<file path="config.mk">
export PLATFORM = sky130hd
export DESIGN_NAME = life_engine
export DESIGN_NICKNAME = d
export VERILOG_FILES = /design/src/rtl/life_pkg.sv /design/src/rtl/life_cell.sv /design/src/rtl/life_engine.sv
export SDC_FILE = /design/constraint.sdc
export NUM_CORES = 1
export LEC_CHECK = 0
export CORE_MARGIN = 3
export CORE_UTILIZATION = 35
export CTS_CLUSTER_SIZE = 30
export DETAILED_ROUTE_END_ITERATION = 8
export GPL_ROUTABILITY_DRIVEN = 0
export PLACE_DENSITY_LB_ADDON = 0.08
export SLEW_MARGIN = 20
export SYNTH_ARGS = -nofsm -noshare
export SYNTH_HDL_FRONTEND = slang
export SYNTH_HIERARCHICAL = 1
export SYNTH_SLANG_ARGS = --single-unit
</file>
<file path="constraint.sdc">
create_clock -name clk -period 7.45 [get_ports clk]
set_clock_uncertainty 0.2 [all_clocks]
set_input_delay 1.1175 -clock clk [delete_from_list [all_inputs] [get_ports clk]]
set_output_delay 1.1175 -clock clk [all_outputs]
set_load 0.02 [all_outputs]
</file>
<file path="src/rtl/life_pkg.sv">
// Shared types and constants for the Game-of-Life engine.
// Holds the FSM state enum, the B3/S23 rule constants and neighbour offset helpers.
package life_pkg;

    typedef enum logic [1:0] {
        IDLE,
        RUN,
        HALT
    } state_e;

    localparam logic [3:0] BIRTH_N    = 4'd3;
    localparam logic [3:0] SURVIVE_LO = 4'd2;
    localparam logic [3:0] SURVIVE_HI = 4'd3;

    // Neighbour k = 0..7 scans NW, N, NE, W, E, SW, S, SE.
    function automatic int nb_dr(input int k);
        if (k < 3) begin
            return -1;
        end else if (k < 5) begin
            return 0;
        end
        return 1;
    endfunction

    function automatic int nb_dc(input int k);
        case (k)
            0, 3, 5: return -1;
            1, 6:    return 0;
            default: return 1;
        endcase
    endfunction

endpackage

</file>
<file path="src/rtl/life_cell.sv">
// Single-cell B3/S23 update: counts eight neighbour bits and decides the next state.
module life_cell
    import life_pkg::*;
(
    input  logic       centre_i,
    input  logic [7:0] nbrs_i,
    output logic       next_o
);

    logic [3:0] count;

    always_comb begin
        count = 4'd0;
        for (int i = 0; i < 8; i++) begin
            count = count + {3'b000, nbrs_i[i]};
        end
        next_o = (count == BIRTH_N) ||
                 (centre_i && (count >= SURVIVE_LO) && (count <= SURVIVE_HI));
    end

endmodule

</file>
<file path="src/rtl/life_engine.sv">
// Game-of-Life engine: registered grid, generation counter, status flags and an
// IDLE/RUN/HALT controller; the next generation is computed combinationally.
module life_engine
    import life_pkg::*;
#(
    parameter int          ROWS  = 8,
    parameter int          COLS  = 8,
    parameter int unsigned WRAP  = 0,
    parameter int unsigned GEN_W = 16
) (
    input  logic                 clk,
    input  logic                 reset,
    input  logic                 load,
    input  logic [ROWS*COLS-1:0] seed,
    input  logic                 run,
    input  logic                 step,
    input  logic [GEN_W-1:0]     max_gen,
    output logic [ROWS*COLS-1:0] grid,
    output logic [GEN_W-1:0]     gen_count,
    output logic                 busy,
    output logic                 stable,
    output logic                 extinct,
    output logic                 done
);

    localparam int N = ROWS * COLS;

    state_e           state_q, state_d;
    logic [N-1:0]     grid_q, grid_d, next_grid;
    logic [GEN_W-1:0] gen_q, gen_d, gen_inc;
    logic             stable_q, stable_d;
    logic             done_q, done_d;
    logic             commit;
    logic             halt_cond;

    for (genvar gr = 0; gr < ROWS; gr++) begin : g_row
        for (genvar gc = 0; gc < COLS; gc++) begin : g_col
            localparam int CBIT = (ROWS - 1 - gr) * COLS + (COLS - 1 - gc);
            logic [7:0] nb;

            for (genvar k = 0; k < 8; k++) begin : g_nb
                localparam int NR = gr + nb_dr(k);
                localparam int NC = gc + nb_dc(k);
                localparam int WR = (NR + ROWS) % ROWS;
                localparam int WC = (NC + COLS) % COLS;
                localparam bit INSIDE = (NR >= 0) && (NR < ROWS) && (NC >= 0) && (NC < COLS);
                localparam int NBIT = (ROWS - 1 - WR) * COLS + (COLS - 1 - WC);
                if (WRAP != 0 || INSIDE) begin : g_live
                    assign nb[k] = grid_q[NBIT];
                end else begin : g_dead
                    assign nb[k] = 1'b0;
                end
            end

            life_cell u_cell (
                .centre_i (grid_q[CBIT]),
                .nbrs_i   (nb),
                .next_o   (next_grid[CBIT])
            );
        end
    end

    always_comb begin
        gen_inc   = gen_q + GEN_W'(1);
        halt_cond = (next_grid == grid_q) || (next_grid == '0) ||
                    ((max_gen != '0) && (gen_inc == max_gen)) || (gen_inc == '1);

        state_d  = state_q;
        grid_d   = grid_q;
        gen_d    = gen_q;
        stable_d = stable_q;
        commit   = 1'b0;

        if (load) begin
            grid_d   = seed;
            gen_d    = '0;
            stable_d = 1'b0;
            state_d  = IDLE;
        end else begin
            case (state_q)
                IDLE: begin
                    if (run) begin
                        state_d = RUN;
                    end else if (step) begin
                        commit = 1'b1;
                    end
                end
                RUN: begin
                    if (!run) begin
                        state_d = IDLE;
                    end else begin
                        commit = 1'b1;
                        if (halt_cond) begin
                            state_d = HALT;
                        end
                    end
                end
                HALT: begin
                    state_d = HALT;
                end
                default: begin
                    state_d = IDLE;
                end
            endcase

            if (commit) begin
                grid_d   = next_grid;
                gen_d    = gen_inc;
                stable_d = (next_grid == grid_q);
            end
        end

        done_d = (state_d == HALT) && (state_q != HALT);
    end

    always_ff @(posedge clk or posedge reset) begin
        if (reset) begin
            state_q  <= IDLE;
            grid_q   <= '0;
            gen_q    <= '0;
            stable_q <= 1'b0;
            done_q   <= 1'b0;
        end else begin
            state_q  <= state_d;
            grid_q   <= grid_d;
            gen_q    <= gen_d;
            stable_q <= stable_d;
            done_q   <= done_d;
        end
    end

    assign grid      = grid_q;
    assign gen_count = gen_q;
    assign busy      = (state_q == RUN);
    assign stable    = stable_q;
    assign extinct   = (grid_q == '0);
    assign done      = done_q;

endmodule

</file>
# Yosys cells after proc, flatten, opt, wreduce, memory -nomap -nowiden
# Cells that the tools add are included.
# totals
reg_bits	84
inputBits	85
output_inout_bits	84
elab_cells	772
# op_classes
addsub	350
n_lt_le_gt_ge	128
n_eq_ne	71
mux	16
reduce_logical	202
# op_table
cell	n
$add A4 B1 Y4	292
$eq A4 B2 Y1 const B	64
$ge A4 B2 Y1 const B	64
$le A4 B2 Y1 const B	64
$logic_and A1 B1 Y1	130
$logic_not A64 Y1	2
$mux W64	2
$add A1 B1 Y2	57
$logic_or A1 B1 Y1	67
$eq A64 B64 Y1	1
$mux W16	2
$add A16 B1 Y16 const B	1
$eq A16 B16 Y1	1
$eq A16 B16 Y1 const B	1
$reduce_bool A16 Y1	1
$mux W2	4
$mux W1	6
$pmux W2 S3	1
$eq A2 B2 Y1 const B	2
$eq A2 B1 Y1 const B	1
$logic_not A2 Y1	1
$ne A2 B2 Y1 const B	1
$pmux W1 S2	1
$reduce_bool A2 Y1	1

# Depth between registers and ports, before layout
# logic_depth
ltp_word	21
depth_mapped	19

# Cells and area by module
# Netlist, hierarchy kept.
# by_module_without_submodules
mod	instances	cells_each	area_per_inst_um2	seq_area_each_um2
life_cell	64	26	200.2	0.0
life_engine	1	608	5470.2	2102.0

# Worst setup path after synthesis
# OpenSTA, ideal clock, no wires.
# synth_path
path_type	reg-to-reg
start	register grid_q[42], in the netlist grid[42]
end	register done_q, in the netlist done
arrival_time_ps	4441
t_required_ps	7170
slack_ps	2729
stages_incl_launch_ff	20
period_less_slack_ps	4721
path_cell_list	dfrtp_1 -> inv_1 -> fa_1 -> fa_1 -> fa_1 -> inv_1 -> ha_1 -> inv_1 -> fa_1 -> nor2b_1 -> a31oi_1 -> nor3_2 -> xor2_1 -> nor4_1 -> nand4_1 -> nor4_1 -> nor2_1 -> o41a_1 -> o31a_2 -> nor3b_2
# synth_between
elab_chain_cells	21
word_cells_on_any_way	97
# synth_rtl
item	line	source
start: declaration	life_engine.sv:29	logic [N-1:0] grid_q, grid_d, next_grid;
start signal: assignment	life_engine.sv:125	grid_q <= grid_d;
$add A1 B1 Y2 (*)	life_cell.sv:15	count = count + {3'b000, nbrs_i[i]};
$add A4 B1 Y4 (*) (6 in a row)	life_cell.sv:15	
$ge A4 B2 Y1	life_cell.sv:18	(centre_i && (count >= SURVIVE_LO) && (count <= SURVIVE_HI));
$logic_and A1 B1 Y1 (2 in a row)	life_cell.sv:18	
$logic_or A1 B1 Y1 (*)	life_cell.sv:17	next_o = (count == BIRTH_N) ||
net next_grid[33]	life_engine.sv:29	
$eq A64 B64 Y1 or $logic_not A64 Y1 (tied branches)	life_engine.sv:65	halt_cond = (next_grid == grid_q) || (next_grid == '0) ||
$logic_or A1 B1 Y1 (*) (2 in a row)	life_engine.sv:65	
$logic_or A1 B1 Y1 (*)	life_engine.sv:66	((max_gen != '0) && (gen_inc == max_gen)) || (gen_inc == '1);
$mux W2 (*)	life_engine.sv:93	if (halt_cond) begin
$mux W2 (*)	life_engine.sv:89	if (!run) begin
$pmux W2 S3 (*)	life_engine.sv:80	case (state_q)
$mux W2 (*)	life_engine.sv:74	if (load) begin
$eq A2 B2 Y1 (*)	life_engine.sv:113	done_d = (state_d == HALT) && (state_q != HALT);
$logic_and A1 B1 Y1 (*)	life_engine.sv:113	
net done_d	life_engine.sv:32	logic done_q, done_d;
end signal: assignment	life_engine.sv:128	done_q <= done_d;
end: declaration	life_engine.sv:32	
# The timed path passes the listed nets; every way through them passes the cells marked *.
# A chain may end at the register's enable or synchronous reset.

# Worst setup path after layout
# layout_path
start	register grid_q[46], in the netlist grid[46]
end	register done_q, in the netlist done
# The elaborated chain is that of the path after synthesis.

==> results.yml <==
timing:
  slew_headroom_pct: 28.7
  drv_slew: 0
  finalHoldViolations: 0
  setup_viol: 0
  rsz0062_at_grt: "no"
  fin_crit_sh_pct: 81.9
  finalSetupTns_ns: 0
  max_freq_ghz: 0.164
  post-route-min-period_ns: 6.10
  worstMarginPinSlew_ns: 1.06
die:
  row_count: 83
  chipWidth_um: 235
  coreArea_um2: 51500
  start_util_pct: 35.5
  die-area_um2: 55000
  pin_count: 169
  die_h_um: 235
drt:
  routed_wirelength_mm: 54.9
  num_vias: 14962
  first_pass_iters: 5
  drtAntennaViolNets: 0
  wl_per_cell_um: 17.1
  drt_iter0_drc: 632
  post-route-drc-count: 0
  routed_via_density: 4.66
synth:
  synthAdderAreaFrac_pct: 41.4
  synth_compound_area_share_pct: 5.64
  synth-seq-cells: 84
  synth_most_common_cell: "inv_1"
  netlist.area_leader.share_pct: 28.0
  yosysTopAreaCell: "fa_1"
  syn_area_per_cell_um2: 8.05
  ys_seq_area_share_pct: 11.5
  synth_cells: 2272
  synth_xor_area_share_pct: 4.36
  synth-edff-count: 0
  synth_top_family_by_area: "adder cells"
  synth_cell_type_count: 44
  synth.area.mux_share_pct: 3.61
  netlist_area_um2: 18300
  synth_area_leaders: "fa_1 (28%), inv_1 (17%), ha_1 (13%)"
  async_reset_ff_share_pct: 100
  synth_top_cells_by_count: "inv_1 (838), fa_1 (256), ha_1 (194), nor2_1 (151), nand2_1 (146)"
  synth-simple-area-share_pct: 15.5
  synthFlopType: "dfrtp_1"
  ys.warnings.count: 6
worst_setup_path:
  path_cells: "inv_1 > fa_1 > fa_1 > fa_1 > inv_1 > ha_1 > inv_1 > fa_1 > nor2_1 > a31oi_1 > nor3_2 > xor2_1 > nor4_1 > nand4_1 > nor4_1 > nor2_1 > o41a_1 > o31a_2 > nor3b_2"
  path_common_cell: "fa_1"
  crit_family: "simple AND/OR/NAND/NOR gates"
  critical_path_class: "flip-flop to flip-flop"
  cp-end-kind: "flip-flop"
  arrival_ns: 6.22
  crit_buf_inv: 3
  max_stage_delay_ns: 0.76
  start_kind: "flip-flop"
  critPathMaxFanout: 13
  slowest_stage: "dfrtp_1"
  required_ns: 7.57
global_route:
  first_global_vias: 15846
  grt_overflow: 0
  grt_max_degree: 77
  antenna_found_initial: 0
  track_usage_pct: 20.9
  grt_pass1_wl_mm: 88.1
cts:
  cts_hold_buf: 0
  htreeDepth: 3
  cts_setup_buffers: 0
  cts_resized: 0
  cts_tree: "yes"
  clock_latency_ns: 0.39
  path_clk_slew_ns: 0.08
  cts_buffers: 9
  root_buffer: "clkbuf_16"
  cts_buffer_depth: 2
  cts_sinks: 84
job:
  maxCapViolCount: 0
cells_and_area:
  nNetsFinal: 3060
  nFillCells: 5368
  syn_to_final_growth_pct: 17.4
  antenna_cells: 0
  design_area_um2: 21500
  final_core_util_pct: 41.7
  layout-drive-gt1-share_pct: 4.03
place:
  io_buffers: 168
  dp_hpwl_mm: 43.2
  place_area_um2: 21100
outcome:
  outcome: "finished, final reports clean"
hold_path:
  worstHoldPathType: "flip-flop to flip-flop"
-- layer usage --
layer | up-vias | wire length, um | GRT usage [%]
met4 | 0 | 1030 | 5.55
met2 | 228 | 27600 | 36.8
met1 | 7510 | 24700 | 27.3
li1 | 7179 | - | -
met5 | - | 0 | 0
met3 | 45 | 1610 | 2.27
-- cell usage in the layout (no fill, tap or decap), types with 2 or more instances in the layout --
master and count:
inv_1 837, fa_1 256, ha_1 194, clkdlybuf4s50_1 167, nor2_1 150, nand2_1 146
conb_1 92, o21ai_0 87, dfrtp_1 84, xor2_1 73, a31oi_1 68, mux2i_1 66
nor2b_1 65, nor3_2 64, nor4_1 55, nand4_1 21, xnor2_1 18, buf_4 16
clkbuf_16 9, o31ai_1 8, nor3_1 8, nand3_1 7, a21oi_1 6, and3_1 2
and2_1 2, nand2b_1 2, o32ai_1 2, or3_1 2, bufinv_16 2, clkinv_4 2
-- worst reg2reg max path, delay by kind of cell, from the launching register on --
family,cells,cell delay (ns)
fa+ha+maj,5,2.00
simple gates,7,2.17
xor+xnor,1,0.17
buf+inv,3,0.28
compound gates,3,0.43
flops,1,0.76
-- layout make-up --
| type | count | area [um^2] | share of cell area (%) |
|---|---|---|---|
| timing repair buffer | 183 | 1790 | 8.35 |
| sequential | 84 | 2100 | 9.79 |
| inverter | 838 | 3150 | 14.7 |
| clock inverter | 5 | 85.1 | 0.396 |
| tap | 680 | 851 | 3.96 |
| clock buffer | 11 | 243 | 1.13 |
| multi-input combinational | 1409 | 13200 | 61.7 |
-- flip-flops by register name, summed over array words and instances (netlist names) --
name / flops
state_q: 2
gen_count: 16
grid: 64
stable: 1
done: 1
-- cells by family (layout without fill, tap and decap cells) --
| group | Yosys count | after routing |
|---|---|---|
| AOI/OAI and AO/OA | 178 | 178 |
| xor gates and xnor gates | 91 | 91 |
| adders and majority gates | 451 | 451 |
| buffers and inverters | 870 | 1037 |
| DFF | 84 | 84 |
| muxes | 66 | 66 |
| other | 1 | 92 |
| and+or+nand+nor | 531 | 531 |
-- stage by stage --
step           instances  hold WS (ns)  worst slack [ns]
4_1_cts             3210         0.375              1.30
3_5_place_dp        3194         0.364              1.33
6_report            3210         0.362              1.35
3_3_place_gp        3194         0.354              1.40
5_1_grt             3210         0.403              1.05
2_1_floorplan       2363         0.304              2.73
-- path summary, 6_finish.rpt --
kind | slack (ns) | from | endpoint | cells after the start
max | 1.35 | grid[46] | done | 19
min | 0.36 | state_q[0] | state_q[0] | 1
max reg2reg | 1.35 | grid[46] | done | 19
min reg2reg | 0.36 | state_q[0] | state_q[0] | 1
max in group asynchronous | 4.89 | reset | grid[32] | 3
min in group asynchronous | 0.95 | reset | gen_count[0] | 2
Power is left out: the tool's default activity adds up to more than one toggle a clock period on the data nets, which glitch-free logic cannot reach.
